**config.mk**
```make
export PLATFORM = sky130hd
export DESIGN_NAME = imem_loader_flat
export DESIGN_NICKNAME = d
export VERILOG_FILES = /design/src/rtl/imem_loader_if.sv /design/src/rtl/imem_loader.sv /design/src/flat_wrapper.sv
export SDC_FILE = /design/constraint.sdc
export NUM_CORES = 1
export LEC_CHECK = 0
export ABC_CLOCK_PERIOD_IN_PS = 3100
export CAP_MARGIN = 10
export CORE_UTILIZATION = 26
export CTS_CLUSTER_DIAMETER = 80
export CTS_CLUSTER_SIZE = 14
export DETAILED_ROUTE_END_ITERATION = 7
export PLACE_DENSITY = 0.49
export SETUP_SLACK_MARGIN = 0.1
export SYNTH_ARGS = -nofsm -noshare
export SYNTH_HDL_FRONTEND = slang
export SYNTH_SLANG_ARGS = --single-unit
```
**constraint.sdc**
```tcl
create_clock -name clk -period 3.1 [get_ports clk]
set_clock_uncertainty 0.15 [all_clocks]
set_input_delay 0.31 -clock clk [delete_from_list [all_inputs] [get_ports clk]]
set_output_delay 0.31 -clock clk [all_outputs]
set_load 0.05 [all_outputs]
```
**src/rtl/imem_loader_if.sv**
```systemverilog
// Byte-stream program handshake feeding the instruction memory loader.
// The source drives valid/data/last and the loader answers with ready.
interface imem_loader_if #(
  parameter int DATA_W = 8
);
  logic              in_valid;
  logic [DATA_W-1:0] in_data;
  logic              in_last;
  logic              in_ready;

  modport master (output in_valid, in_data, in_last, input in_ready);
  modport slave  (input in_valid, in_data, in_last, output in_ready);
endinterface

```
**src/rtl/imem_loader.sv**
```systemverilog
// Loads a program byte stream into a small instruction RAM while holding the CPU in reset,
// then releases it. The fetch port is a combinational read, standing in for the fixed ROM.
module imem_loader #(
  parameter int                DEPTH     = 16,
  parameter int                ADDR_W    = 4,
  parameter int                DATA_W    = 8,
  parameter logic [DATA_W-1:0] FILL_WORD = 8'h40
) (
  input  logic              clk,
  input  logic              reset,
  imem_loader_if.slave      s_in,
  input  logic              load_start,
  input  logic [ADDR_W-1:0] fetch_addr,
  output logic [DATA_W-1:0] fetch_instr,
  output logic              cpu_hold,
  output logic              load_done,
  output logic [ADDR_W:0]   load_count,
  output logic [DATA_W-1:0] checksum,
  output logic              busy
);

  typedef enum logic [1:0] {
    S_IDLE,
    S_CLEAR,
    S_LOAD,
    S_RUN
  } state_t;

  state_t            r_state;
  state_t            w_next;
  logic [ADDR_W-1:0] r_clrPtr;
  logic [ADDR_W:0]   r_wrPtr;
  logic [ADDR_W:0]   r_count;
  logic [DATA_W-1:0] r_sum;
  logic              r_done;
  logic [DATA_W-1:0] r_mem [DEPTH];

  logic w_accept;
  logic w_lastBeat;
  logic w_clearEnd;

  always_ff @(posedge clk or negedge reset) begin
    if (!reset) r_state <= S_IDLE;
    else        r_state <= w_next;
  end

  // A load ends on in_last or on the beat that fills the final location, whichever comes first.
  always_comb begin
    w_next     = r_state;
    w_accept   = 1'b0;
    w_lastBeat = 1'b0;
    w_clearEnd = 1'b0;
    case (r_state)
      S_IDLE:  if (load_start) w_next = S_CLEAR;
      S_CLEAR: begin
        w_clearEnd = (r_clrPtr == ADDR_W'(DEPTH - 1));
        if (w_clearEnd) w_next = S_LOAD;
      end
      S_LOAD: begin
        w_accept   = s_in.in_valid;
        w_lastBeat = w_accept & (s_in.in_last | (r_wrPtr == (ADDR_W + 1)'(DEPTH - 1)));
        if (w_lastBeat) w_next = S_RUN;
      end
      S_RUN:   if (load_start) w_next = S_CLEAR;
      default: w_next = S_IDLE;
    endcase
  end

  // load_count and checksum keep the previous load's results until the next load finishes,
  // except that the running checksum restarts at the CLEAR->LOAD transition.
  always_ff @(posedge clk or negedge reset) begin
    if (!reset) begin
      r_clrPtr <= '0;
      r_wrPtr  <= '0;
      r_count  <= '0;
      r_sum    <= '0;
      r_done   <= 1'b0;
    end else begin
      r_done <= w_lastBeat;
      if (r_state == S_CLEAR) r_clrPtr <= r_clrPtr + 1'b1;
      else                    r_clrPtr <= '0;
      if (w_clearEnd) begin
        r_wrPtr <= '0;
        r_sum   <= '0;
      end else if (w_accept) begin
        r_wrPtr <= r_wrPtr + 1'b1;
        r_sum   <= r_sum + s_in.in_data;
      end
      if (w_lastBeat) r_count <= r_wrPtr + 1'b1;
    end
  end

  // RAM is deliberately not reset; writes only happen in CLEAR or LOAD, never while reset holds IDLE.
  always_ff @(posedge clk) begin
    if (r_state == S_CLEAR)  r_mem[r_clrPtr] <= FILL_WORD;
    else if (w_accept)       r_mem[r_wrPtr[ADDR_W-1:0]] <= s_in.in_data;
  end

  assign fetch_instr   = r_mem[fetch_addr];
  assign s_in.in_ready = (r_state == S_LOAD);
  assign busy          = (r_state == S_CLEAR) || (r_state == S_LOAD);
  assign cpu_hold      = (r_state != S_RUN);
  assign load_done     = r_done;
  assign load_count    = r_count;
  assign checksum      = r_sum;

endmodule

```
**src/flat_wrapper.sv**
```systemverilog
// flat-port wrapper written by rule: the top's interface ports become plain ports
module imem_loader_flat 
#(
  parameter int                DEPTH     = 16,
  parameter int                ADDR_W    = 4,
  parameter int                DATA_W    = 8,
  parameter logic [DATA_W-1:0] FILL_WORD = 8'h40
)
  (clk, reset, load_start, fetch_addr, fetch_instr, cpu_hold, load_done, load_count, checksum, busy, s_in_in_valid, s_in_in_data, s_in_in_last, s_in_in_ready);
  imem_loader_if #(.DATA_W(DATA_W)) s_in_i ();
  input  logic clk;
  input  logic reset;
  input  logic load_start;
  input  logic [ADDR_W-1:0] fetch_addr;
  output logic [DATA_W-1:0] fetch_instr;
  output logic cpu_hold;
  output logic load_done;
  output logic [ADDR_W:0] load_count;
  output logic [DATA_W-1:0] checksum;
  output logic busy;
  input wire logic [$bits(s_in_i.in_valid)-1:0] s_in_in_valid;
  input wire logic [$bits(s_in_i.in_data)-1:0] s_in_in_data;
  input wire logic [$bits(s_in_i.in_last)-1:0] s_in_in_last;
  output wire logic [$bits(s_in_i.in_ready)-1:0] s_in_in_ready;
  assign s_in_i.in_valid = s_in_in_valid;
  assign s_in_i.in_data = s_in_in_data;
  assign s_in_i.in_last = s_in_in_last;
  assign s_in_in_ready = s_in_i.in_ready;
  imem_loader #(.DEPTH(DEPTH), .ADDR_W(ADDR_W), .DATA_W(DATA_W), .FILL_WORD(FILL_WORD)) u_core (.clk(clk), .reset(reset), .s_in(s_in_i), .load_start(load_start), .fetch_addr(fetch_addr), .fetch_instr(fetch_instr), .cpu_hold(cpu_hold), .load_done(load_done), .load_count(load_count), .checksum(checksum), .busy(busy));
endmodule
```
==> impl_results.md, run 1 <==
- Outcome: completed
- Core box area: 25000 um^2
- Synth Cell Area: 6620 um^2
- Max Root-Sink Buffers: 2
- Routed vias/inst: 4.61
- Area growth, synth to finish: 20.8%
- Ranking of synthesized cells by area: edfxtp_1, mux4_1, dfrtp_1
- PD cells: 800 nW/um^2
- CP arrival: 2.57 ns
- Synth cell types: 45
- Seq/Total Area, Yosys: 67.5%
- Final hold vios: 0
- Final RePlAce weighted congestion: 0.750
- Antenna-violating nets left: 0
- Max IR drop VDD: 0.000605 V
- Fillers: 2408
- TritonCTS clock tree: done
- Achievable Freq: 373 MHz
- Num ports: 42
- Worst r2r path cells: 8
- Worst relative slew slack: 39.0%
- Reg clk slew, reported paths: 0.06 ns
- CTS buffer count: 17
- CTS Hold Bufs: 0
- Crit path largest cell delay: 0.70 ns
- Area leader, netlist: edfxtp_1
- Initial core utilization: 26.4%
- CP Cell Sequence: inv_1 -> ha_1 -> nand2_1 -> nor2_1 -> buf_4 -> nor3b_1 -> a31oi_1 -> nor2_1
- Slowest CP cell: nor2_1
- CTS H-Tree Depth: 4
- Top_reg_cell synth: edfxtp_1
- Launch point of the worst path: u_core.r_state[0]$_DFFE_PN0P_
- Vias in the first global route: 3598
- Post-DP HPWL: 9880 um
- EDFF count, synth: 128
- Max Cap Viol: 0
- Worst path required time: 2.99 ns
- Slew Limit Fails: 0
- Die Y: 162 um
- Largest net degree at the start of global routing: 33
- Maximum fanout along the worst path: 8
- Worst Hold Margin: 0.113 ns
- Count leader, synth: edfxtp_1
- Via count: 3618
- Total grt overflow: 0
- Starting DRT DRC Count: 306
- Width of the die: 162 um
- Ys async rst share: 16.3%
- RSZ-0062 raised after global routing: false
- Synthesis warning total: 0
- Yosys reg bits: 153
- Critical path class: flip-flop to flip-flop
- Fin crit share: 86.5%
- Post-synth top cells: edfxtp_1, nor2_1, dfrtp_1
- Top-area cell type share of the netlist area: 58.1%
- Number of antenna violations at the first check in global routing: 0
- Resized cells post-CTS: 0
- Slew at the pin closest to its max-slew limit: 0.912 ns
- DRC viols: 0
- Clk root buf: clkbuf_16
- Worst R2R Start: u_core.r_state[0]$_DFFE_PN0P_
- DRT Pass-1 Iters: 4
- Sink Count: 153
- Final TNS setup: 0 ns
- WL/cell: 18.7 um
- Startpoint Class: flip-flop
- Clk_lat worst skew: 0.42 ns
- Fin nets: 473
- Hold Crit Class: input port to async pin
- P_leak: 2.79 nW
- Die ar.: 26100 um^2
- Setup Buffers After CTS: 0
- CP endpoint kind: flip-flop
- First-pass GRT wire length: 22400 um
- Design area: 7990 um^2
- Share of layout cells above drive strength 1: 15.4%
- Syn avg cell area: 17.2 um^2
- Total track usage: 11.8%
- Rows: 58
- Critical path's most frequent cell: nor2_1
- # diodes: 0
- Final total power: 0.00639 W
- IO Port Bufs: 41
- Final min period: 2.68 ns
- Syn nets: 416
- Final wirelength: 14700 um
- Endpoints failing setup: 0
- DP Area: 7440 um^2
- Gate Count Post-Synth: 384
## area by class of cell
class,count,area [um^2],share of cell area [%]
Inverter,15,56.3,0.705
Sequential cell,153,4470,55.9
Clock inverter,14,124,1.55
Timing Repair Buffer,56,523,6.54
Clock buffer,18,429,5.37
Multi-Input combinational cell,198,1980,24.7
Tap cell,330,413,5.17
## report_power, final
part           switching [W]  internal [W]  total, W
clock               0.000832       0.00111   0.00194
combinational        0.00114      0.000619   0.00176
sequential          0.000167       0.00253   0.00270
total                0.00214       0.00426   0.00639
## cell families after synthesis
family	after synthesis	share of synthesized area [%]
DFF	153	67.5
buffers and inverters	33	2.57
adders and majority gates	15	2.95
and+or+nand+nor	91	6.71
muxes	42	15.3
xor gates and xnor gates	6	0.794
AOI/OAI and AO/OA	44	4.12
## placed cells by master (no fill, tap or decap), types with 3 or more instances in the layout
cell type,n
xnor2_1,4
nor4b_1,3
ha_1,14
mux4_1,24
edfxtp_1,128
a31oi_1,9
clkinvlp_4,4
and3_1,6
clkdlybuf4s50_1,32
mux4_2,16
dfrtp_1,25
nand2_1,19
nor2b_1,3
buf_4,21
nor3_1,9
a21oi_1,10
nor2_1,30
inv_1,15
clkbuf_16,17
nor3b_1,5
nand3_1,6
o21ai_0,10
## registers in the layout, indices dropped and copies added (netlist names)
| signal | cells |
|---|---|
| u_core.r_clrPtr | 4 |
| u_core.checksum | 8 |
| u_core.load_count | 5 |
| u_core.load_done | 1 |
| u_core.r_state | 2 |
| u_core.r_mem | 128 |
| u_core.r_wrPtr | 5 |
## stage by stage
step / utilization, % / cells / worst slack, ns
floorplan: - / 384 / 0.433
global placement: 29.7 / 752 / 0.350
detailed placement: 29.7 / 752 / 0.321
CTS: 31.9 / 784 / 0.386
global route: 31.9 / 784 / 0.231
finish: 31.9 / 784 / 0.419
## final timing paths
check                                              endpoint  slack (ns)
setup / recovery               u_core.r_mem[6][5]$_DFFE_PP_        0.42
hold / removal               u_core.checksum[6]$_DFFE_PN0P_        0.11
setup reg to reg               u_core.r_mem[6][5]$_DFFE_PP_        0.42
hold reg to reg            u_core.load_count[0]$_DFFE_PN0P_        0.35
max in group asynchronous      u_core.r_clrPtr[1]$_DFF_PN0_        2.41
min in group clk           u_core.load_count[0]$_DFFE_PN0P_        0.35
## worst max-delay path: cells and delay by family (launching register included)
kind / cells / cell delay (ns)
and+or+nand+nor: 4 / 1.13
DFF: 1 / 0.43
adders and majority gates: 1 / 0.25
buffers and inverters: 2 / 0.22
AOI/OAI and AO/OA: 1 / 0.13
## routing by layer
metal | global-route usage, % | vias to the layer above | part of all wire [%]
li1 | - | 1656 | -
met1 | 15.9 | 1874 | 48
met2 | 18.1 | 76 | 46
met3 | 3.72 | 12 | 4.2
met4 | 3.43 | 0 | 1.0
met5 | 0 | - | 0
Note: power is estimated with default switching activity, not from simulation.
==> inputs of run 2 (changes only) <==
--- a/config.mk
+++ b/config.mk
@@ -7,6 +7,7 @@
 export LEC_CHECK = 0
 export ABC_CLOCK_PERIOD_IN_PS = 3100
 export CAP_MARGIN = 10
+export CORE_MARGIN = 4
 export CORE_UTILIZATION = 26
 export CTS_CLUSTER_DIAMETER = 80
 export CTS_CLUSTER_SIZE = 14
==> impl_results.md, run 2 (synthesis results as in run 1) <==
- Slowest CP cell: nor2_1
- Clk_lat worst skew: 0.42 ns
- Antenna-violating nets left: 0
- Routed vias/inst: 4.62
- Via count: 3612
- Max Root-Sink Buffers: 2
- Worst Hold Margin: 0.108 ns
- Commonest non-fill, non-tap cell in the layout: edfxtp_1
- Max Cap Viol: 0
- Fin nets: 470
- Sink Count: 153
- Total grt overflow: 0
- Slew at the pin closest to its max-slew limit: 1.02 ns
- Share of layout cells above drive strength 1: 16.0%
- Worst path required time: 2.99 ns
- Outcome: completed
- Fin crit share: 91.4%
- Core box area: 25100 um^2
- Post-Place Worst Slack: 0.173 ns
- CP Cell Sequence: inv_1 -> ha_1 -> nand2_1 -> nor2_1 -> buf_4 -> nor3b_1 -> a31oi_1 -> nor2_1
- Reg2Reg Capture Point: u_core.r_mem[5][4]$_DFFE_PP_
- DRC viols: 0
- Endpoints failing setup: 0
- Crit path largest cell delay: 0.79 ns
- Starting DRT DRC Count: 272
- # diodes: 0
- P_leak: 2.79 nW
- Worst relative slew slack: 31.7%
- First-pass GRT wire length: 23500 um
- PD cells: 806 nW/um^2
- Width of the die: 168 um
- Post-Place Cells: 749
- Critical path class: flip-flop to flip-flop
- Die ar.: 28100 um^2
- Slew Limit Fails: 0
- Clk root buf: clkbuf_16
- R2R setup slack: 0.27 ns
- Hold Crit Class: input port to async pin
- Critical path's most frequent cell: nor2_1
- CP arrival: 2.72 ns
- DRT Pass-1 Iters: 5
- Worst R2R Start: u_core.r_state[0]$_DFFE_PN0P_
- Initial core utilization: 26.4%
- Die Y: 168 um
- WL/cell: 19.5 um
- Startpoint Class: flip-flop
- Flip-flop count of the largest register after layout: 128
- Final worst slack: 0.268 ns
- Area growth, synth to finish: 20.7%
- Final wirelength: 15300 um
- Final TNS setup: 0 ns
- IO Port Bufs: 41
- Largest register by flop count: u_core.r_mem
- Total track usage: 11.1%
- Reg clk slew, reported paths: 0.06 ns
- Achievable Freq: 353 MHz
- Layout Cells excl Fill: 781
- Rows: 58
- Max IR drop VDD: 0.000591 V
- TritonCTS clock tree: done
- Most frequent cells in the layout: edfxtp_1, clkdlybuf4s50_1, nor2_1
- Final RePlAce weighted congestion: 0.762
- CP endpoint kind: flip-flop
- Final min period: 2.83 ns
- CTS buffer count: 17
- Largest net degree at the start of global routing: 33
- Vias in the first global route: 3812
- Num ports: 42
- Maximum fanout along the worst path: 8
- RSZ-0062 raised after global routing: false
- Final hold vios: 0
- Worst r2r path cells: 8
- Post-DP HPWL: 9880 um
- Setup Buffers After CTS: 0
- CTS H-Tree Depth: 4
- Number of antenna violations at the first check in global routing: 0
run 2: worst max path at each step:
stage,cells past startpoint,endpoint,slack [ns],from
2_1_floorplan,6,u_core.r_mem[0][0]$_DFFE_PP_,0.43,u_core.r_state[0]$_DFFE_PN0P_
3_3_place_gp,7,u_core.r_mem[14][3]$_DFFE_PP_,0.28,s_in_in_valid
3_5_place_dp,7,u_core.r_mem[14][3]$_DFFE_PP_,0.17,s_in_in_valid
4_1_cts,8,u_core.r_mem[14][4]$_DFFE_PP_,0.22,u_core.r_state[0]$_DFFE_PN0P_
5_1_grt,8,u_core.r_mem[10][0]$_DFFE_PP_,0.11,u_core.r_state[0]$_DFFE_PN0P_
6_report,8,u_core.r_mem[5][4]$_DFFE_PP_,0.27,u_core.r_state[0]$_DFFE_PN0P_
run 2: critical path: cells and delay by family (launching register included):
| family | cells | cell delay (ns) |
|---|---|---|
| DFF | 1 | 0.43 |
| and+or+nand+nor | 4 | 1.25 |
| adders and majority gates | 1 | 0.25 |
| buffers and inverters | 2 | 0.23 |
| AOI/OAI and AO/OA | 1 | 0.12 |
run 2: repair_timing:
| item | CTS | global route |
|---|---|---|
| hold endpoints to repair | 0 | 0 |
| setup endpoints to repair | 0 | 16 |
| gates resized for setup | 0 | 2 |
| hold buffers | 0 | 0 |
run 2: layout make-up:
class | instances | area (um^2)
fillers | 2472 | 17100
flip-flops and latches | 153 | 4470
multi-input cells | 198 | 1980
repair buffers | 53 | 500
clock buffers | 17 | 425
well taps | 330 | 413
clock inverters | 15 | 139
inverters | 15 | 56.3
run 2: power by group:
part           switching (W)  internal (W)  leakage (nW)  total [W]
registers           0.000169       0.00253          1.49    0.00270
logic                0.00113      0.000616          1.03    0.00175
clock network       0.000872       0.00112         0.274    0.00199
total                0.00217       0.00427          2.79    0.00644
run 2: stage by stage:
stage	util, %	total power (W)	instance area [um^2]
detailed placement	29.5	0.00450	7420
floorplan	-	0.00390	6620
global placement	29.5	0.00446	7420
global route	31.8	0.00678	7990
CTS	31.8	0.00651	7980
finish	31.8	0.00644	7990
run 2: routing by layer:
| metal | vias to the layer above | wire [um] | track usage (%) |
|---|---|---|---|
| li1 | 1648 | - | - |
| met1 | 1876 | 7520 | 15.8 |
| met2 | 79 | 7140 | 17.2 |
| met3 | 9 | 501 | 2.76 |
| met4 | 0 | 101 | 3.07 |
| met5 | - | 0 | 0 |
==> inputs of run 3 (changes only) <==
--- a/config.mk
+++ b/config.mk
@@ -5,12 +5,13 @@
 export SDC_FILE = /design/constraint.sdc
 export NUM_CORES = 1
 export LEC_CHECK = 0
-export ABC_CLOCK_PERIOD_IN_PS = 3100
+export ABC_CLOCK_PERIOD_IN_PS = 3200
 export CAP_MARGIN = 10
+export CORE_ASPECT_RATIO = 2
 export CORE_MARGIN = 4
 export CORE_UTILIZATION = 26
 export CTS_CLUSTER_DIAMETER = 80
-export CTS_CLUSTER_SIZE = 14
+export CTS_CLUSTER_SIZE = 12
 export DETAILED_ROUTE_END_ITERATION = 7
 export PLACE_DENSITY = 0.49
 export SETUP_SLACK_MARGIN = 0.1
==> constraint.sdc (replaced) <==
create_clock -name clk -period 3.2 [get_ports clk]
set_clock_uncertainty 0.15 [all_clocks]
set_input_delay 0.32 -clock clk [delete_from_list [all_inputs] [get_ports clk]]
set_output_delay 0.32 -clock clk [all_outputs]
set_load 0.05 [all_outputs]
==> impl_results.md, run 3 (synthesis results as in run 1) <==
- Final wirelength: 14900 um
- Starting DRT DRC Count: 158
- Worst Hold Margin: 0.127 ns
- Core box area: 25000 um^2
- Slowest CP cell: mux4_2
- Resized cells post-CTS: 0
- Seq pwr share: 41.4%
- CTS buffer count: 17
- Fin nets: 481
- DRC viols: 0
- Max Cap Viol: 0
- Hold Crit Class: input port to async pin
- Startpoint Class: input port
- CP endpoint kind: primary output
- Width of the die: 121 um
- CP arrival: 2.14 ns
- Largest register by flop count: u_core.r_mem
- Die ar.: 28200 um^2
- Final min period: 2.61 ns
- WL/cell: 18.7 um
- Reg2Reg Capture Point: u_core.r_mem[3][3]$_DFFE_PP_
- Final hold vios: 0
- Fillers: 2460
- Via count: 3564
- Reg clk slew, reported paths: 0.06 ns
- CP Cell Sequence: clkdlybuf4s50_1 -> buf_12 -> mux4_1 -> mux4_2 -> buf_4
- Commonest non-fill, non-tap cell in the layout: edfxtp_1
- Total track usage: 11.1%
- DRT Pass-1 Iters: 4
- Vias in the first global route: 3951
- Number of antenna violations at the first check in global routing: 0
- R2R setup slack: 0.61 ns
- Initial core utilization: 26.4%
- Clk root buf: clkbuf_16
- Post-DP HPWL: 10600 um
- Antenna-violating nets left: 0
- Critical path class: input port to primary output
- TritonCTS clock tree: done
- Max Root-Sink Buffers: 2
- Crit path largest cell delay: 0.52 ns
- Final RePlAce weighted congestion: 0.760
- Maximum fanout along the worst path: 32
- Fin crit share: 81.6%
- Final total power: 0.00630 W
- PD cells: 778 nW/um^2
- Max IR drop VDD: 0.000541 V
- Largest net degree at the start of global routing: 33
- Worst r2r path cells: 6
- Clock power frac: 31.6%
- P_leak: 2.85 nW
- Routed vias/inst: 4.47
- Num ports: 42
- Psw: 0.00201 W
- RSZ-0062 raised after global routing: false
- Final TNS setup: 0 ns
- Area growth, synth to finish: 22.3%
- Worst relative slew slack: 55.8%
- Sink Count: 153
- First-pass GRT wire length: 23000 um
- Most frequent cells in the layout: edfxtp_1, clkdlybuf4s50_1, nor2_1
- Comb power frac: 27.0%
- P_int: 0.00429 W
- Slew at the pin closest to its max-slew limit: 0.660 ns
- Setup Buffers After CTS: 0
- Achievable Freq: 383 MHz
- Share of layout cells above drive strength 1: 16.5%
- Clk_lat worst skew: 0.41 ns
- CTS Hold Bufs: 0
- Flip-flop count of the largest register after layout: 128
- Outcome: completed
- Die Y: 234 um
- CTS H-Tree Depth: 4
- Switch share: 31.9%
- Worst R2R Start: u_core.r_state[0]$_DFFE_PN0P_
- # diodes: 0
- Slew Limit Fails: 0
- IO Port Bufs: 41
- Rows: 82
- Worst path required time: 2.73 ns
- Total grt overflow: 0
- Endpoints failing setup: 0
-- run 3: changes by cell type in the layout (fill, tap and decap cells not counted), sizes merged --
cell and delta:
buf +11, inv -5, clkbuf +3, bufinv +2, clkinv -1, clkinvlp +1
-- run 3: per-stage QoR --
stage,std cells,utilization (%),setup WS [ns],instance area (um^2)
after floorplan,384,-,0.533,6620
after global placement,766,30.0,0.580,7510
after detailed placement,766,30.0,0.515,7510
after CTS,798,32.3,0.575,8090
after global routing,798,32.3,0.386,8090
final,798,32.3,0.589,8090
-- run 3: cell type report --
type                    count  area (um^2)  area share, %
clock inverters            12          150           1.86
clock buffers              20          437           5.40
flip-flops and latches    153         4470           55.2
inverters                  15         56.3          0.696
well taps                 336          420           5.19
repair buffers             64          583           7.20
multi-input cells         198         1980           24.4
-- run 3: worst max-delay path, delay by kind of cell --
kind / cells / cell delay (ns)
mux: 2 / 0.87
buf+inv: 3 / 0.94
-- run 3: routing by layer --
metal	GRT usage [%]	share of wire, %
met2	22.2	60
met1	11.1	37
met4	3.83	0.85
met5	0	0
met3	2.37	2.2
-- run 3: how the worst max path moves through the flow --
stage | cells past startpoint | slack [ns] | start | endpoint
CTS | 5 | 0.57 | fetch_addr[1] | fetch_instr[3]
detailed placement | 5 | 0.52 | s_in_in_valid | u_core.r_mem[3][3]$_DFFE_PP_
floorplan | 6 | 0.53 | u_core.r_state[0]$_DFFE_PN0P_ | u_core.r_mem[0][0]$_DFFE_PP_
global placement | 5 | 0.58 | fetch_addr[1] | fetch_instr[3]
finish | 5 | 0.59 | fetch_addr[1] | fetch_instr[3]
global route | 6 | 0.39 | u_core.r_state[0]$_DFFE_PN0P_ | u_core.r_mem[3][1]$_DFFE_PP_
-- run 3: power by group through the flow --
| stage | Sequential, W | Clock, W | Combinational [W] |
|---|---|---|---|
| floorplan | 0.00285 | 0 | 0.000925 |
| global placement | 0.00264 | 0 | 0.00169 |
| detailed placement | 0.00265 | 0 | 0.00173 |
| CTS | 0.00261 | 0.00206 | 0.00174 |
| global route | 0.00264 | 0.00214 | 0.00186 |
| finish | 0.00260 | 0.00199 | 0.00170 |
==> edit: new RTL, settings of run 2 <==
The 4 states of `state_t` get a Gray code encoding in 2 bits.
--- a/src/rtl/imem_loader.sv
+++ b/src/rtl/imem_loader.sv
@@ -20,10 +20,10 @@
 );
 
   typedef enum logic [1:0] {
-    S_IDLE,
-    S_CLEAR,
-    S_LOAD,
-    S_RUN
+    S_IDLE  = 2'b00,
+    S_CLEAR = 2'b01,
+    S_LOAD  = 2'b11,
+    S_RUN   = 2'b10
   } state_t;
 
   state_t            r_state;
Formal check against the unedited RTL: no difference found for any inputs over 10 cycles, from zero or initial values and one cycle with reset low; not proved beyond that.
==> edit against run 2 <==
- hold slack improved by 6.9 ps
- final cell count shrank 2.6%
- total power increased by 8.8%
- sequential cell count unchanged
- setup slack gained 210 ps
- via count decreased by 5.8%
- critical path type is now input port to output pin
- area after synthesis fell by 2.0%
- routed wire length fell by 10%
- final area down 0.50%
==> edit: results (changes against run 2) <==
Place
  – HPWL Detailed: 9330 um (was 9880 um)
  – Inst Count DP: 729 (was 749)
  – Placer Congestion: 0.736 (was 0.762)
  – DP Worst Slack: 169 ps (was 173 ps)
  – Post-DP Area: 0.00732 mm^2 (was 0.00742 mm^2)

Cells and area
  – Fin nets: 452 (was 470)
  – Layout buffering overhead excluding clock cells: 0.0687 (was 0.0627)
  – Area occupied by multi-input gates: 0.00186 mm^2 (was 0.00198 mm^2)
  – Number of signal-net inverters in the final layout: 10 (was 15)
  – Final core utilization: 0.326 (was 0.318)
  – Non-CTS buffers: 59 (was 53)
  – # clk buffers: 19 (was 17)
  – Layout cells sized above 1: 0.169 (was 0.160)

Clock network
  – CTS-repair resized insts: 0 (unchanged)

Synth
  – Synth Area in Adders: 0.0224 (was 0.0295)
  – Synth top area cells: edfxtp_1 59%, mux4_1 9.7%, dfrtp_1 9.7%, mux4_2 5.6%, ha_1 1.9% (was edfxtp_1 58%, mux4_1 9.5%, dfrtp_1 9.5%, mux4_2 5.4%, ha_1 2.6%)
  – Synth cell count leaders: 128 x edfxtp_1, 33 x nor2_1, 25 x dfrtp_1, 24 x mux4_1, 17 x nand2_1 (was 128 x edfxtp_1, 30 x nor2_1, 25 x dfrtp_1, 24 x mux4_1, 19 x nand2_1)
  – Mean Syn Cell Area: 17.9 um^2 (was 17.2 um^2)
  – Post-synthesis compound-gate area fraction: 0.0400 (was 0.0412)
  – Cell variety after synth: 41 (was 45)
  – Post-Syn Area: 0.00648 mm^2 (was 0.00662 mm^2)
  – Mapped Nets: 391 (was 416)
  – Mux contribution to synthesized area: 0.156 (was 0.153)
  – XOR/XNOR Fraction of Synth Area: 0.0135 (was 0.00794)

GRT
  – GRT Total Usage: 0.103 (was 0.111)
  – First-pass GRT wire length: 21600 um (was 23500 um)
  – Grt met1 use: 0.143 (was 0.158)
  – M3 GR Usage: 0.0317 (was 0.0276)

Worst setup path
  – Crit Reg-Reg Endpoint: u_core.r_mem[3][7] (was u_core.r_mem[5][4])
  – Worst r2r src: u_core.r_state[1] (was u_core.r_state[0])
  – R2r setup slk: 480 ps (was 270 ps)
  – Delay-heaviest family, CP: buffers and inverters (was simple AND/OR/NAND/NOR gates)
  – Slowest-stage cell, CP: mux4_2 (was nor2_1)
  – Depth of the worst register-to-register path: 4 (was 8)

Drt
  – Met3 WL post-DR: 653 um (was 501 um)
  – 1st-iter DRT viols: 198 (was 272)
  – Met1 WL: 6560 um (was 7520 um)
  – Vias per inst: 4.47 (was 4.62)
  – DR pass1 iterations: 4 (was 5)
  – Met2 WL: 6320 um (was 7140 um)
  – Routed WL: 13700 um (was 15300 um)

Outcome
  – Status: finished clean (unchanged)

Pwr
  – Peak supply drop: 419 uV (was 591 uV)
  – LEAKAGE: 2.80 nW (was 2.79 nW)

Timing
  – Worst hold slack: 115 ps (was 108 ps)
-- edit: changes by cell type after synthesis, sizes merged, moves of 3 or more --
cell / before / now
nor3: 9 / 2
a31oi: 9 / 4
and2: 3 / 8
inv: 15 / 10
o21ai: 12 / 17
a21oi: 10 / 6
ha: 14 / 10
and3: 6 / 3
clkbuf: 10 / 7
nand2b: 0 / 3
nor2: 30 / 33
nor3b: 5 / 2
nor4b: 3 / 0
o22ai: 0 / 3
-- edit: worst max-delay path by stage --
stage,slack [ps],startpoint,end
floorplan,820,u_core.checksum[1],u_core.checksum[7]
global placement,310,s_in_in_valid,u_core.r_mem[3][2]
detailed placement,170,s_in_in_valid,u_core.r_mem[3][2]
CTS,450,fetch_addr[1],fetch_instr[7]
global route,280,u_core.r_state[1],u_core.r_mem[3][7]
finish,470,fetch_addr[1],fetch_instr[5]
-- edit: where the power goes --
part           switching (mW)  internal, mW  leakage (nW)
sequential              0.203          2.72          1.48
clock                   0.832          1.36         0.296
combinational            1.20         0.699          1.02
